$ cat src/rtl/usr_serial_ctrl_pkg.sv
// Shared types and constants for the universal-shift-register serial lane
// controller (usr_serial_ctrl) and its shift register (usr_lane).
//   state_t - controller sequencing states
//   MODE_*  - operation select for usr_lane
package usr_ctrl_pkg;

    typedef enum logic [1:0] {
        IDLE  = 2'd0,
        SHIFT = 2'd1,
        DONE  = 2'd2
    } state_t;

    localparam logic [1:0] MODE_HOLD = 2'b00;
    localparam logic [1:0] MODE_SHR  = 2'b01;
    localparam logic [1:0] MODE_SHL  = 2'b10;
    localparam logic [1:0] MODE_LOAD = 2'b11;

endpackage

$ cat src/rtl/usr_serial_ctrl_if.sv
// Parallel-side bus of usr_serial_ctrl: transmit handshake with per-word
// configuration, plus the received-word output.
//   tx_valid/tx_ready/tx_data - word offered by the producer
//   msb_first, div            - shift direction and bit period (div+1 clocks)
//   rx_valid/rx_data          - received word strobe and value
// Modports: master = producer/consumer side, slave = controller side.
interface usr_serial_ctrl_if #(
    parameter int N     = 8,
    parameter int DIV_W = 8
);
    logic             tx_valid;
    logic             tx_ready;
    logic [N-1:0]     tx_data;
    logic             msb_first;
    logic [DIV_W-1:0] div;
    logic             rx_valid;
    logic [N-1:0]     rx_data;

    modport master (
        output tx_valid, tx_data, msb_first, div,
        input  tx_ready, rx_valid, rx_data
    );

    modport slave (
        input  tx_valid, tx_data, msb_first, div,
        output tx_ready, rx_valid, rx_data
    );
endinterface

$ cat src/rtl/usr_serial_ctrl_lane.sv
// usr_lane: N-bit universal shift register (hold / shift right / shift left /
// parallel load).
//   clk, rst  - clock, asynchronous active-high reset (Q clears to 0)
//   mode      - MODE_HOLD, MODE_SHR, MODE_SHL, MODE_LOAD
//   p_data    - parallel load value
//   sin_left  - bit entering at the MSB on a right shift
//   sin_right - bit entering at the LSB on a left shift
//   q         - register contents
module usr_lane
    import usr_ctrl_pkg::*;
#(
    parameter int N = 8
) (
    input  logic         clk,
    input  logic         rst,
    input  logic [1:0]   mode,
    input  logic [N-1:0] p_data,
    input  logic         sin_left,
    input  logic         sin_right,
    output logic [N-1:0] q
);

    always_ff @(posedge clk or posedge rst) begin
        if (rst) begin
            q <= '0;
        end else begin
            case (mode)
                MODE_LOAD: q <= p_data;
                MODE_SHL:  q <= {q[N-2:0], sin_right};
                MODE_SHR:  q <= {sin_left, q[N-1:1]};
                default:   q <= q;
            endcase
        end
    end

endmodule

$ cat src/rtl/usr_serial_ctrl.sv
// usr_serial_ctrl: sequencer that turns a usr_lane shift register into a
// full-duplex serial lane. A parallel word is loaded on the tx handshake,
// shifted out on sdo over N bit periods of div+1 clocks while sdi is shifted
// into the vacated bit, and the received word is presented with a one-cycle
// rx_valid strobe.
// Ports:
//   clk, rst  - clock, asynchronous active-high reset
//   bus       - usr_serial_ctrl_if.slave (tx handshake, msb_first, div, rx word)
//   abort     - synchronous cancel; also blocks acceptance in IDLE
//   sdi, sdo  - serial in / out
//   loopback  - only with USR_CTRL_LOOPBACK_EN: shift in sdo instead of sdi
//   busy      - transfer in progress (state != IDLE)
// Build option: define USR_CTRL_LOOPBACK_EN to add the loopback input.
module usr_serial_ctrl
    import usr_ctrl_pkg::*;
#(
    parameter int N     = 8,
    parameter int DIV_W = 8
) (
    input  logic               clk,
    input  logic               rst,
    usr_serial_ctrl_if.slave   bus,
    input  logic               abort,
    input  logic               sdi,
`ifdef USR_CTRL_LOOPBACK_EN
    input  logic               loopback,
`endif
    output logic               sdo,
    output logic               busy
);

    localparam int CNT_W = $clog2(N + 1);
    localparam logic [CNT_W-1:0] LAST_BIT = CNT_W'(N - 1);

    state_t           state;
    logic [N-1:0]     q;
    logic [N-1:0]     shifted;
    logic [1:0]       mode;
    logic             sin;
    logic             msb_l;
    logic [DIV_W-1:0] div_l;
    logic [DIV_W-1:0] div_cnt;
    logic [CNT_W-1:0] bit_cnt;
    logic             sdo_r;
    logic             rx_valid_r;
    logic [N-1:0]     rx_data_r;
    logic             accept;
    logic             shift_now;

`ifdef USR_CTRL_LOOPBACK_EN
    // sdo_r always holds the bit leaving the register, so looping it back
    // rotates the word and the received word equals the transmitted one.
    assign sin = loopback ? sdo_r : sdi;
`else
    assign sin = sdi;
`endif

    assign accept    = (state == IDLE) && bus.tx_valid && !abort;
    assign shift_now = (state == SHIFT) && !abort && (div_cnt == '0);

    // Value the lane will hold after this cycle's shift; used to present the
    // final word in the same cycle the lane captures it, and to pick the next
    // outgoing bit.
    assign shifted = msb_l ? {q[N-2:0], sin} : {sin, q[N-1:1]};

    always_comb begin
        mode = MODE_HOLD;
        if (accept) begin
            mode = MODE_LOAD;
        end else if (shift_now) begin
            mode = msb_l ? MODE_SHL : MODE_SHR;
        end
    end

    usr_lane #(.N(N)) u_lane (
        .clk       (clk),
        .rst       (rst),
        .mode      (mode),
        .p_data    (bus.tx_data),
        .sin_left  (sin),
        .sin_right (sin),
        .q         (q)
    );

    always_ff @(posedge clk or posedge rst) begin
        if (rst) begin
            state      <= IDLE;
            msb_l      <= 1'b0;
            div_l      <= '0;
            div_cnt    <= '0;
            bit_cnt    <= '0;
            sdo_r      <= 1'b0;
            rx_valid_r <= 1'b0;
            rx_data_r  <= '0;
        end else begin
            rx_valid_r <= 1'b0;
            case (state)
                IDLE: begin
                    if (accept) begin
                        state   <= SHIFT;
                        msb_l   <= bus.msb_first;
                        div_l   <= bus.div;
                        div_cnt <= bus.div;
                        bit_cnt <= '0;
                        sdo_r   <= bus.msb_first ? bus.tx_data[N-1] : bus.tx_data[0];
                    end
                end
                SHIFT: begin
                    if (abort) begin
                        state <= IDLE;
                        sdo_r <= 1'b0;
                    end else if (div_cnt == '0) begin
                        div_cnt <= div_l;
                        bit_cnt <= bit_cnt + CNT_W'(1);
                        if (bit_cnt == LAST_BIT) begin
                            state      <= DONE;
                            sdo_r      <= 1'b0;
                            rx_valid_r <= 1'b1;
                            rx_data_r  <= shifted;
                        end else begin
                            sdo_r <= msb_l ? shifted[N-1] : shifted[0];
                        end
                    end else begin
                        div_cnt <= div_cnt - DIV_W'(1);
                    end
                end
                DONE: begin
                    state <= IDLE;
                end
                default: begin
                    state <= IDLE;
                end
            endcase
        end
    end

    assign sdo          = sdo_r;
    assign busy         = (state != IDLE);
    assign bus.tx_ready = (state == IDLE) && !abort;
    // An abort in the DONE cycle suppresses the strobe it would have produced.
    assign bus.rx_valid = rx_valid_r && !abort;
    assign bus.rx_data  = rx_data_r;

endmodule

$ cat src/flat_wrapper.sv
// flat-port wrapper written by rule: the top's interface ports become plain ports
module usr_serial_ctrl_flat import usr_ctrl_pkg::*;
#(
    parameter int N     = 8,
    parameter int DIV_W = 8
)
  (clk, rst, abort, sdi, sdo, busy, bus_tx_valid, bus_tx_data, bus_msb_first, bus_div, bus_tx_ready, bus_rx_valid, bus_rx_data);
  usr_serial_ctrl_if #(.N(N), .DIV_W(DIV_W)) bus_i ();
  input  logic clk;
  input  logic rst;
  input  logic abort;
  input  logic sdi;
  output logic sdo;
  output logic busy;
  input wire logic [$bits(bus_i.tx_valid)-1:0] bus_tx_valid;
  input wire logic [$bits(bus_i.tx_data)-1:0] bus_tx_data;
  input wire logic [$bits(bus_i.msb_first)-1:0] bus_msb_first;
  input wire logic [$bits(bus_i.div)-1:0] bus_div;
  output wire logic [$bits(bus_i.tx_ready)-1:0] bus_tx_ready;
  output wire logic [$bits(bus_i.rx_valid)-1:0] bus_rx_valid;
  output wire logic [$bits(bus_i.rx_data)-1:0] bus_rx_data;
  assign bus_i.tx_valid = bus_tx_valid;
  assign bus_i.tx_data = bus_tx_data;
  assign bus_i.msb_first = bus_msb_first;
  assign bus_i.div = bus_div;
  assign bus_tx_ready = bus_i.tx_ready;
  assign bus_rx_valid = bus_i.rx_valid;
  assign bus_rx_data = bus_i.rx_data;
  usr_serial_ctrl #(.N(N), .DIV_W(DIV_W)) u_core (.clk(clk), .rst(rst), .bus(bus_i), .abort(abort), .sdi(sdi), .sdo(sdo), .busy(busy));
endmodule
$ cat config.mk
export PLATFORM = sky130hd
export DESIGN_NAME = usr_serial_ctrl_flat
export DESIGN_NICKNAME = d
export VERILOG_FILES = /design/src/rtl/usr_serial_ctrl_pkg.sv /design/src/rtl/usr_serial_ctrl_if.sv /design/src/rtl/usr_serial_ctrl_lane.sv /design/src/rtl/usr_serial_ctrl.sv /design/src/flat_wrapper.sv
export SDC_FILE = /design/constraint.sdc
export NUM_CORES = 1
export LEC_CHECK = 0
export BUFFER_PORTS_ARGS = -buffer_cell sky130_fd_sc_hd__buf_2
export CORE_ASPECT_RATIO = 0.9
export CORE_MARGIN = 5
export CORE_UTILIZATION = 50
export CTS_BUF_LIST = sky130_fd_sc_hd__clkbuf_2
export DETAILED_ROUTE_END_ITERATION = 10
export PLACE_DENSITY = 0.67
export REMOVE_ABC_BUFFERS = 1
export SYNTH_ARGS = -nofsm -noshare
export SYNTH_HDL_FRONTEND = slang
export SYNTH_SLANG_ARGS = --single-unit
$ cat constraint.sdc
create_clock -name clk -period 3.94 [get_ports clk]
set_input_delay 0.197 -clock clk [delete_from_list [all_inputs] [get_ports clk]]
set_output_delay 0.197 -clock clk [all_outputs]
set_load 0.02 [all_outputs]
==> PnR_summary.wiki <==
{| class="wikitable"
! Metric !! Value
|-
| Result of the run || completed
|-
| Final global-route overflow total || 0
|-
| Multiplexer share of the synthesized area || under 10%
|-
| Synth Area in XOR/XNOR || less than 1%
|-
| Number of DRC violations after detailed-routing iteration 0 || 150
|-
| Critical-path maximum fanout || 16
|-
| Final routed DRC violation total || 0
|-
| Type of the worst min-delay path || primary input to flop
|-
| Setup Fix Bufs, Post-CTS || 0
|-
| Share of the synthesized area in the top cell type || 45.78%
|-
| Post-synthesis simple-gate area fraction || 20.04%
|-
| Cell taking the most area after synthesis || sky130_fd_sc_hd__dfrtp_1
|-
| Final design utilization || 58.28%
|-
| Antenna fix cells || 0
|-
| Half-perimeter wire length after placement || 3.669 mm
|-
| Post-detailed-route via-to-cell ratio || 5.665
|-
| Number of synthesized flops with an enable pin || 0
|-
| Async set or reset register ratio after synthesis || 100.0%
|-
| Arrival time of the worst setup path || roughly 3300 ps
|-
| Final worst path period share || 75.48%
|-
| Leakage Power || 0.001204 uW
|-
| Max-cap viol count || 0
|-
| Skew final || 23.70 ps
|-
| Number of H-tree branching levels || 2
|-
| Number of global-route vias before repair || 1,877
|-
| Number of warnings reported in the yosys synthesis log || 0
|-
| Count of TritonRoute iterations in the first routing pass || 4
|-
| CTS tree || done
|-
| Total power per unit cell area || around 410 nW/um^2
|-
| Switching power || 357.2 uW
|-
| Reg power frac || 53.7%
|-
| Clock tree root buffer cell || sky130_fd_sc_hd__clkbuf_2
|-
| Core footprint || 4403 um^2
|-
| Sw frac || roughly 34%
|-
| Gate count after technology mapping || roughly 250
|-
| Ys flop type || sky130_fd_sc_hd__dfrtp_1
|-
| Post-Route WL || 5.489 mm
|-
| Total setup violations reported at the end of the flow || 0
|-
| Effective utilization at floorplan || 50.90%
|-
| WL/cell || 15.73 um
|-
| Most common cell after layout, fill and taps aside || sky130_fd_sc_hd__dfrtp_1
|-
| Slew at the pin closest to its max-slew limit || 829.2 ps
|-
| Number of sinks handled by clock tree synthesis || slightly above 40
|-
| Sequential element share of the synthesized area || 45.78%
|-
| Number of input and output port buffers inserted || 33
|-
| Sum Neg Setup Slack || 0 ps
|-
| Cell family contributing the most delay on the critical path || simple AND/OR/NAND/NOR gates
|-
| First-pass GRT wire length || 9.177 mm
|-
| Distinct cells, synth || 46
|-
| Worst skew pair latency || 430 ps
|-
| Share of layout cells above drive strength 1 || 17.07%
|-
| Overall Global Routing Usage || about a fifth
|-
| Cts-stage hold buffer count || 7
|-
| Maximum number of pins on one net before global-route repair || 42
|-
| Largest stage delay, worst path || between 500 and 600 ps
|-
| Fin. max-slew vios || 0
|-
| Clock network fraction of design power || 24.3%
|-
| Sum of buffers and inverters on the critical path || 2
|-
| Antenna violations before repair || 0
|-
| Detail Route Antenna Nets || 0
|-
| Startpoint types || flop
|-
| Fmax achieved || around 340 MHz
|-
| Dominant combinational cell family by area after synthesis || compound AO/OA/AOI/OAI gates
|-
| Synthesized-area fraction occupied by adder cells || 2.792%
|-
| Flip-flop and latch count after synthesis || 41
|-
| Crit path capture type || flop
|-
| Required time of the critical path || 4250 ps
|-
| Avg Synthesized Cell Area || slightly below 9 um^2
|-
| Dominant cells by area after synthesis || sky130_fd_sc_hd__dfrtp_1 (46%), sky130_fd_sc_hd__nand2_1 (6.2%), sky130_fd_sc_hd__a21oi_1 (6.0%)
|-
| Via Count || about 2,000
|-
| IR drop worst, VDD || 0.2505 mV
|-
| Relative slew slack || 44.13%
|-
| Critical path class || flop to flop
|-
| Height of the die || 73.51 um
|-
| Combinational group share of total power || 22.0%
|-
| Row count || 23
|-
| Fin nets || 313
|-
| Cell with the largest stage delay on the worst path || sky130_fd_sc_hd__ha_1
|-
| Compound-cell area share of the yosys netlist || around a fifth
|-
| Die extent in x || between 80 and 90 um
|-
| RSZ-0062 raised after global routing || false
|-
| Final critical path time including I/O delays and setup || 2974 ps
|-
| Clock-pin transition on the worst setup and hold timing paths || 210 ps
|-
| Number of hold-slack violations in the final timing report || 0
|-
| Leading cell types in the layout, fill and taps excluded || sky130_fd_sc_hd__dfrtp_1 (41), sky130_fd_sc_hd__nand2_1 (37), sky130_fd_sc_hd__buf_2 (33), sky130_fd_sc_hd__a21oi_1 (27), sky130_fd_sc_hd__o21ai_0 (23)
|-
| Count of cells resized by post-cts repair || 0
|-
| Reg2reg setup slack || 970 ps
|-
| CTS Buffer Depth || 2
|-
| CTS buffer count || 5
|-
| Cell-by-cell listing of the critical path || inv_1 > ha_1 > nor3b_2 > nand3_1 > o21ai_0 > inv_1 > ha_1 > nor2_1 > a21oi_1 > o21ai_0
|-
| Synth-to-layout area growth || 14.52%
|-
| Ports || 34
|-
| Final weighted congestion of routability-driven global placement || 0.9321
|-
| Cell Area, Synth || around 2200 um^2
|-
| Internal power of the cells || 687.1 uW
|-
| DIE AREA || 5922 um^2
|}
==> layer usage <==
metal / track usage (%) / wire, um / up-vias
li1: - / - / 969
met1: 30.53 / 2717 / 942
met2: 28.95 / 2349 / 60
met3: 4.412 / 365 / 6
met4: 5.441 / 57 / 0
met5: 0 / 0 / -
==> path summary, 6_finish.rpt <==
| check | from | end | cells past startpoint |
|---|---|---|---|
| max | u_core.div_cnt[0] | u_core.u_lane.q[7] | 10 |
| min | bus_div[7] | u_core.div_l[7] | 3 |
| max reg2reg | u_core.div_cnt[0] | u_core.u_lane.q[7] | 10 |
| min reg2reg | u_core.div_l[6] | u_core.div_l[6] | 2 |
| max in group asynchronous | rst | u_core.div_l[6] | 4 |
| min in group asynchronous | rst | u_core.bus.rx_data[5] | 4 |
==> power groups by stage <==
stage	clock network, uW	registers, uW	logic (uW)
5_1_grt	271	573	262
3_3_place_gp	0	566	221
3_5_place_dp	0	566	223
6_report	254	561	230
2_1_floorplan	0	550	160
4_1_cts	259	559	230
==> layout make-up <==
class                      instances  area [um^2]
inverter                           7        26.28
clock inverter                     3        41.29
multi-input combinational        189         1120
tap                               62        77.57
clock buffer                       5        25.02
timing repair buffer              42        250.2
sequential                        41         1026
fill                             435         1837
==> sequential cells by signal, summed over array words and instances, names as in the netlist <==
signal              cells
u_core.state            2
u_core.sdo              1
u_core.bit_cnt          4
u_core.rx_valid_r       1
u_core.msb_l            1
u_core.u_lane.q         8
u_core.div_l            8
u_core.bus.rx_data      8
u_core.div_cnt          8
==> cells by family after synthesis <==
logic type | after synthesis
fa+ha+maj | 5
compound gates | 79
xor+xnor | 1
buf+inv | 21
mux | 12
simple gates | 92
flops | 41
==> worst reg2reg max path, cell delays in order (launching register included) <==
cell	delay, ps
sky130_fd_sc_hd__dfrtp_1	490
sky130_fd_sc_hd__inv_1	110
sky130_fd_sc_hd__ha_1	190
sky130_fd_sc_hd__nor3b_2	450
sky130_fd_sc_hd__nand3_1	330
sky130_fd_sc_hd__o21ai_0	310
sky130_fd_sc_hd__inv_1	100
sky130_fd_sc_hd__ha_1	580
sky130_fd_sc_hd__nor2_1	100
sky130_fd_sc_hd__a21oi_1	130
sky130_fd_sc_hd__o21ai_0	80
==> cells in the mapped netlist (all sizes together) (2+ instances only) <==
cell type and number:
clkbuf 8, or2 2, nor3 4, nand2 38, nor4 2, a21oi 27, inv 7, ha 5
nor3b 2, nor2b 5, a22oi 9, o21ai 23, nand4 3, and2 2, and3 3, o311ai 2
nor2 19, mux2i 11, a31oi 3, o22ai 2, nand2b 3, dfrtp 41, buf 6, o32a 2
nand3 7, o211ai 3
==> metrics by stage <==
step	hold WS, ps	total power (uW)	cells	worst slack, ps	area [um^2]
floorplan	302.4	710.0	237	1374	2172
global placement	359.1	786.6	334	1169	2430
detailed placement	361.9	789.4	334	1054	2430
CTS	13.03	1048	349	1031	2566
global route	11.20	1106	349	696.7	2566
finish	21.48	1044	349	966.2	2566
Note: power is estimated with default switching activity, not from simulation.
